[config.mk]
export PLATFORM = sky130hd
export DESIGN_NAME = vram_write_scheduler
export DESIGN_NICKNAME = d
export VERILOG_FILES = /design/src/rtl/vram_write_scheduler.sv
export SDC_FILE = /design/constraint.sdc
export NUM_CORES = 1
export LEC_CHECK = 0
export ABC_AREA = 1
export ABC_CLOCK_PERIOD_IN_PS = 1970
export BUFFER_PORTS_ARGS = -buffer_cell sky130_fd_sc_hd__clkbuf_2
export CAP_MARGIN = 20
export CORE_UTILIZATION = 50
export DETAILED_ROUTE_END_ITERATION = 12
export HOLD_SLACK_MARGIN = 0.12
export PLACE_DENSITY = 0.74
export SYNTH_ARGS = -nofsm -noshare
export SYNTH_HDL_FRONTEND = slang
export SYNTH_SLANG_ARGS = --single-unit
export TNS_END_PERCENT = 1
[constraint.sdc]
create_clock -name clk -period 1.97 [get_ports clk]
set_clock_uncertainty 0.05 [all_clocks]
set_input_delay 0.2955 -clock clk [delete_from_list [all_inputs] [get_ports clk]]
set_output_delay 0.2955 -clock clk [all_outputs]
set_load 0.05 [all_outputs]
[src/rtl/vram_write_scheduler.sv]
// Buffers CPU writes to VRAM and drains them only during blanking. Writes are drained when the CPU owns VRAM.
// Latency: a buffered write is visible on vram_we no earlier than the cycle after it is accepted.
// Backpressure: cpu_wr_ready is low when the buffer is full or while rst is high.
//
// Ports:
//   clk, rst                  pixel clock, synchronous active-high reset
//   visible, vsync            timing generator status (vsync active-low)
//   cpu_wr_valid/ready/addr/data  CPU write request channel into the buffer
//   vram_addr/wdata/we        VRAM write port, one write per cycle
//   gpu_owns                  high while the GPU read path owns VRAM
//   pending                   number of buffered writes
//   vblank_irq, irq_ack       sticky frame interrupt and its clear
module vram_write_scheduler #(
  parameter int ADDR_W = 12,
  parameter int DEPTH  = 4
) (
  input  logic                     clk,
  input  logic                     rst,
  input  logic                     visible,
  input  logic                     vsync,
  input  logic                     cpu_wr_valid,
  output logic                     cpu_wr_ready,
  input  logic [ADDR_W-1:0]        cpu_wr_addr,
  input  logic [7:0]               cpu_wr_data,
  output logic [ADDR_W-1:0]        vram_addr,
  output logic [7:0]               vram_wdata,
  output logic                     vram_we,
  output logic                     gpu_owns,
  output logic [$clog2(DEPTH):0]   pending,
  output logic                     vblank_irq,
  input  logic                     irq_ack
);

  localparam int PW = $clog2(DEPTH);
  localparam int CW = PW + 1;
  localparam logic [CW-1:0] DEPTH_C = CW'(DEPTH);

  localparam logic [1:0] ST_GPU  = 2'd0;
  localparam logic [1:0] ST_TURN = 2'd1;
  localparam logic [1:0] ST_CPU  = 2'd2;

  logic [1:0]        state_q, state_d;
  logic [PW-1:0]     wptr_q, rptr_q;
  logic [CW-1:0]     count_q, count_d;
  logic              vsync_q;
  logic              irq_q, irq_d;
  logic              push, pop;

  logic [ADDR_W-1:0] addr_mem_q [DEPTH];
  logic [7:0]        data_mem_q [DEPTH];

  // Outputs that must hold their reset values while rst is high are gated
  // combinationally, since the registers only take reset on the next edge.
  assign cpu_wr_ready = !rst && (count_q < DEPTH_C);
  assign push         = cpu_wr_valid && cpu_wr_ready;
  // Qualifying with the live visible input stops a write in the very cycle
  // visible rises, before the FSM has had a chance to leave CPU.
  assign pop          = !rst && (state_q == ST_CPU) && !visible && (count_q != '0);
  assign vram_we      = pop;
  assign gpu_owns     = rst || (state_q != ST_CPU);
  assign pending      = count_q;
  assign vblank_irq   = irq_q;

  // Head entry; only meaningful while vram_we is high.
  assign vram_addr    = addr_mem_q[rptr_q];
  assign vram_wdata   = data_mem_q[rptr_q];

  // TURN is a one-cycle guard between the GPU releasing VRAM and CPU writes.
  always_comb begin
    state_d = state_q;
    case (state_q)
      ST_GPU:  if (!visible) state_d = ST_TURN;
      ST_TURN: state_d = visible ? ST_GPU : ST_CPU;
      ST_CPU:  if (visible) state_d = ST_GPU;
      default: state_d = ST_GPU;
    endcase
  end

  always_comb begin
    count_d = count_q;
    case ({push, pop})
      2'b10:   count_d = count_q + CW'(1);
      2'b01:   count_d = count_q - CW'(1);
      default: count_d = count_q;
    endcase
  end

  // A new falling edge of vsync takes priority over an acknowledge.
  always_comb begin
    irq_d = irq_q;
    if (vsync_q && !vsync) begin
      irq_d = 1'b1;
    end else if (irq_ack) begin
      irq_d = 1'b0;
    end
  end

  always_ff @(posedge clk) begin
    if (rst) begin
      state_q <= ST_GPU;
      wptr_q  <= '0;
      rptr_q  <= '0;
      count_q <= '0;
      vsync_q <= 1'b1;
      irq_q   <= 1'b0;
    end else begin
      state_q <= state_d;
      count_q <= count_d;
      vsync_q <= vsync;
      irq_q   <= irq_d;
      // DEPTH is a power of two, so pointer overflow is the modulo wrap.
      if (push) wptr_q <= wptr_q + PW'(1);
      if (pop)  rptr_q <= rptr_q + PW'(1);
    end
  end

  // Storage needs no reset; entries are only read after being written.
  always_ff @(posedge clk) begin
    if (push) begin
      addr_mem_q[wptr_q] <= cpu_wr_addr;
      data_mem_q[wptr_q] <= cpu_wr_data;
    end
  end

endmodule

==> results.md <==
Synthesis:
- Ranked by total cell area, the synthesized netlist is headed by sky130_fd_sc_hd__edfxtp_1, sky130_fd_sc_hd__dfxtp_1, sky130_fd_sc_hd__o21ai_1.
- The number of distinct standard cells referenced by the synthesized netlist is 23.
- The most used flip-flop cell after synthesis is sky130_fd_sc_hd__edfxtp_1.
- The synthesized design contains 80 enable-type register cells.
- Yosys printed 0 warnings.
- The average cell area after synthesis is around 13 µm².
- The cell taking the most area after synthesis is sky130_fd_sc_hd__edfxtp_1.
- The synthesized design contains 93 register bits.
- In the post-synthesis netlist, the cell with the most instances is sky130_fd_sc_hd__edfxtp_1.
- Counting every net in the synthesized netlist gives slightly above 300.
- Counting flops with an async set or reset pin after synthesis yields a share of 0%.
- The share of the synthesized area in the top cell type is 67.0%.
- The post-synth design cell area is 3580 µm².
- Ranked by instance count, the synthesized netlist is headed by sky130_fd_sc_hd__edfxtp_1, sky130_fd_sc_hd__nor2_1, sky130_fd_sc_hd__o21ai_1.
- The synthesized instance count is around 280.
- After synthesis, flip-flops and latches occupy around 74% of the total area.

CTS:
- TritonCTS built the clock tree.
- The longest clock path from root to sink contains 2 buffers.
- The root buffer cell is sky130_fd_sc_hd__clkbuf_8.
- The clock sink total is 93.
- Clock-pin slew was measured on the worst setup and hold paths at approximately 0.08 ns.
- The H-tree was split into 3 levels.
- Buffers inserted during clock tree synthesis total 9.
- The total setup buffers inserted after CTS is 0.
- At the later pin of the worst-skew pair, clock insertion delay measures 0.35 ns.

Routing:
- In the routed design, unresolved DRC markers number 0.
- The violation count after the first detailed-routing iteration is between 100 and 150.
- The residual antenna-violating net count after detailed routing is 0.
- For this block, the via count after detailed routing is approximately 2300.
- The first-pass detailed-route iteration total is 4.
- After detailed routing, the number of vias per cell comes to ~5.0.
- In the final routed layout, each cell accounts on average for between 10 and 15 µm.
- The detailed-route wire length is roughly 6.3 mm.

Global routing:
- The via count of the first global-routing pass is roughly 2300.
- The highest-utilization routing layer at the global route stage is met2.
- The global-route wire length before repair is 10.3 mm.
- The maximum number of pins on one net before global-route repair is 27.
- Global routing finished with a remaining overflow of 0.
- The met3 track utilization from global routing is under 10%.
- In the global route stage, overall resource usage came out at around 19%.
- The initial antenna violation count is 0.
- Global routing used between 30 and 40% of the available met2 tracks.
- In the global route stage, met1 resource usage came out at 21.4%.

Cells and area:
- The layout has about 500 filler cells.
- The layout cell share with drive strength beyond 1 is between 20% and 30%.
- From synthesis to final layout, the design area changed by 27.9%.
- The area of all placed cells without fillers is around 4600 µm².
- The number of nets in the layout is around 400.
- The filler-free cell count of the finished design is 464.
- The diode insertion count for antenna repair is 0.

Placed design:
- The quantity of I/O buffers inserted on ports is 52.
- The cell count after placement is around 430.
- Routability-driven placement finished with a final weighted congestion of around 0.7.
- Prior to clock tree synthesis, the placed netlist has a worst setup slack of 0.0892 ns.
- The cell area after placement is between 4000 and 5000 µm².
- The placed wire-length estimate after detailed placement is ~4.1 mm.

Worst setup path:
- In this run the worst path has a maximum fanout of 26.
- The critical path class is reg2out.
- The critical path goes through buf_8 -> o21ai_1 -> o22ai_1 -> clkbuf_8.
- The data required time at the worst endpoint is about 1.6 ns.
- The maximum single-stage delay on the critical path is roughly 0.4 ns.
- The critical path data arrival time is 1.56 ns.
- The startpoint type of the worst setup path is a flop.
- The slowest library cell on the worst path is sky130_fd_sc_hd__dfxtp_2.
- The type of element capturing the critical path is a primary output.

STA:
- The maximum clock rate is 525 MHz.
- The slew of the pin with the lowest slew margin is approximately 0.30 ns.
- Hold timing on the final database bottoms out at a slack of about 0.14 ns.
- Setup total negative slack on the finished layout was measured at 0 ns.
- The relative slew slack is approximately 80%.
- The final critical-path setup slack is ~0.065 ns.
- The number of hold violations in the final report was 0.
- Setup violations remaining at the end of the flow were counted as 0.
- Setup repair after global routing left no endpoint under its margin.
- The minimum period implied by the final worst setup slack is 1.91 ns.
- The number of pins with negative max-slew slack in the final report is 0.
- The share of the cycle needed by the critical path after routing is between 90% and 100%.

Floorplan:
- The number of I/O pins is 53.
- The floorplan step defined a die boundary enclosing between 7000 and 8000 µm².
- The die is ~87 µm tall.
- The placeable core region is roughly 7000 µm².
- Once the floorplan was initialized, standard cells occupied 52.2% of the core.
- The x dimension of the die is a little under 90 µm.
- In this run the core area contains 30 standard-cell rows.

Power and ir drop:
- Across the VDD grid, the largest voltage drop is 0.396 mV.
- For this design the ratio of total power to cell area is roughly 810 nW/µm².
- The leakage power figure is 1.72 nW.

Worst hold path:
- The min-delay analysis places its worst path in the category in2reg.

Flow run:
- Max-cap violations in this run came to 0.

Outcome:
- The run finished with clean final reports.
==> through the flow <==
stage / total power, mW / utilization [%]
6_report: 3.70 / 66.7
5_1_grt: 3.84 / 66.7
4_1_cts: 3.73 / 66.5
3_5_place_dp: 2.53 / 60.1
3_3_place_gp: 2.52 / 60.1
2_1_floorplan: 2.42 / -
==> worst paths after layout <==
| path | from | end | slack [ns] | cells after the start |
|---|---|---|---|---|
| worst min register to register | vsync_q | vblank_irq | 0.41 | 2 |
| worst max register to register | state_q[0] | pending[2] | 0.16 | 14 |
| worst max-delay path | flop | vram_wdata[1] | 0.06 | 4 |
| worst min-delay path | cpu_wr_addr[7] | addr_mem_q[0][7] | 0.14 | 1 |
==> registers in the layout, indices dropped and copies added, names as in the netlist, named ones only <==
signal / cells
wptr_q: 2
rptr_q: 2
vblank_irq: 1
vsync_q: 1
state_q: 2
data_mem_q: 32
pending: 3
addr_mem_q: 48
==> kinds of logic after synthesis <==
family | share of synthesized area (%)
AO/OA/AOI/OAI | 10.9
adder cells (fa/ha/maj) | 2.30
buffers and inverters | 3.81
flip-flops | 74.3
AND/OR/NAND/NOR | 8.73
==> area by class of cell <==
cell class              instances  area, µm²  area share, %
repair buffers                 89        687           15.0
clock buffers                   9        124           2.70
well taps                      96        120           2.62
multi-input cells             150        822           17.9
inverters                      21       86.3           1.88
flip-flops and latches         93       2680           58.4
clock inverters                 6       65.1           1.42
==> critical path: cells and delay by family (launching register included) <==
kind                   cells  cell delay (ns)
buffers and inverters      2             0.45
flip-flops                 1             0.39
AO/OA/AOI/OAI              2             0.37
==> per-layer routing <==
metal	up-vias	routed length [µm]
met5	-	0
met4	0	157
met3	10	215
met2	45	3210
met1	1107	2700
li1	1168	-
==> power by group <==
part           internal [mW]  switching [mW]  leakage [nW]
clock network          0.578           0.604        0.0950
logic                  0.113           0.205         0.784
registers               2.18          0.0163         0.837
==> layout by cell type (no fill, tap or decap), types with 3 or more instances in the layout <==
cell                            instances
sky130_fd_sc_hd__nor2_1                44
sky130_fd_sc_hd__nand2_1               10
sky130_fd_sc_hd__o22ai_1               21
sky130_fd_sc_hd__dfxtp_1                7
sky130_fd_sc_hd__buf_4                 13
sky130_fd_sc_hd__ha_1                   5
sky130_fd_sc_hd__dfxtp_4                3
sky130_fd_sc_hd__clkbuf_8              10
sky130_fd_sc_hd__edfxtp_1              80
sky130_fd_sc_hd__nand2_2                3
sky130_fd_sc_hd__o21ai_1               44
sky130_fd_sc_hd__inv_1                 16
sky130_fd_sc_hd__inv_4                  3
sky130_fd_sc_hd__dlygate4sd3_1         21
sky130_fd_sc_hd__nor2_4                 6
sky130_fd_sc_hd__buf_12                 4
sky130_fd_sc_hd__nand3_1                4
sky130_fd_sc_hd__a21oi_1                6
sky130_fd_sc_hd__clkbuf_4              10
sky130_fd_sc_hd__dfxtp_2                3
sky130_fd_sc_hd__clkbuf_2              37
==> repair_timing <==
action,4_1_cts,5_1_grt
hold endpoints to repair,74,4
setup endpoints to repair,19,5
pin swaps,0,0
hold buffers,20,1
gates resized for setup,19,6
(Power assumes the default switching activity.)
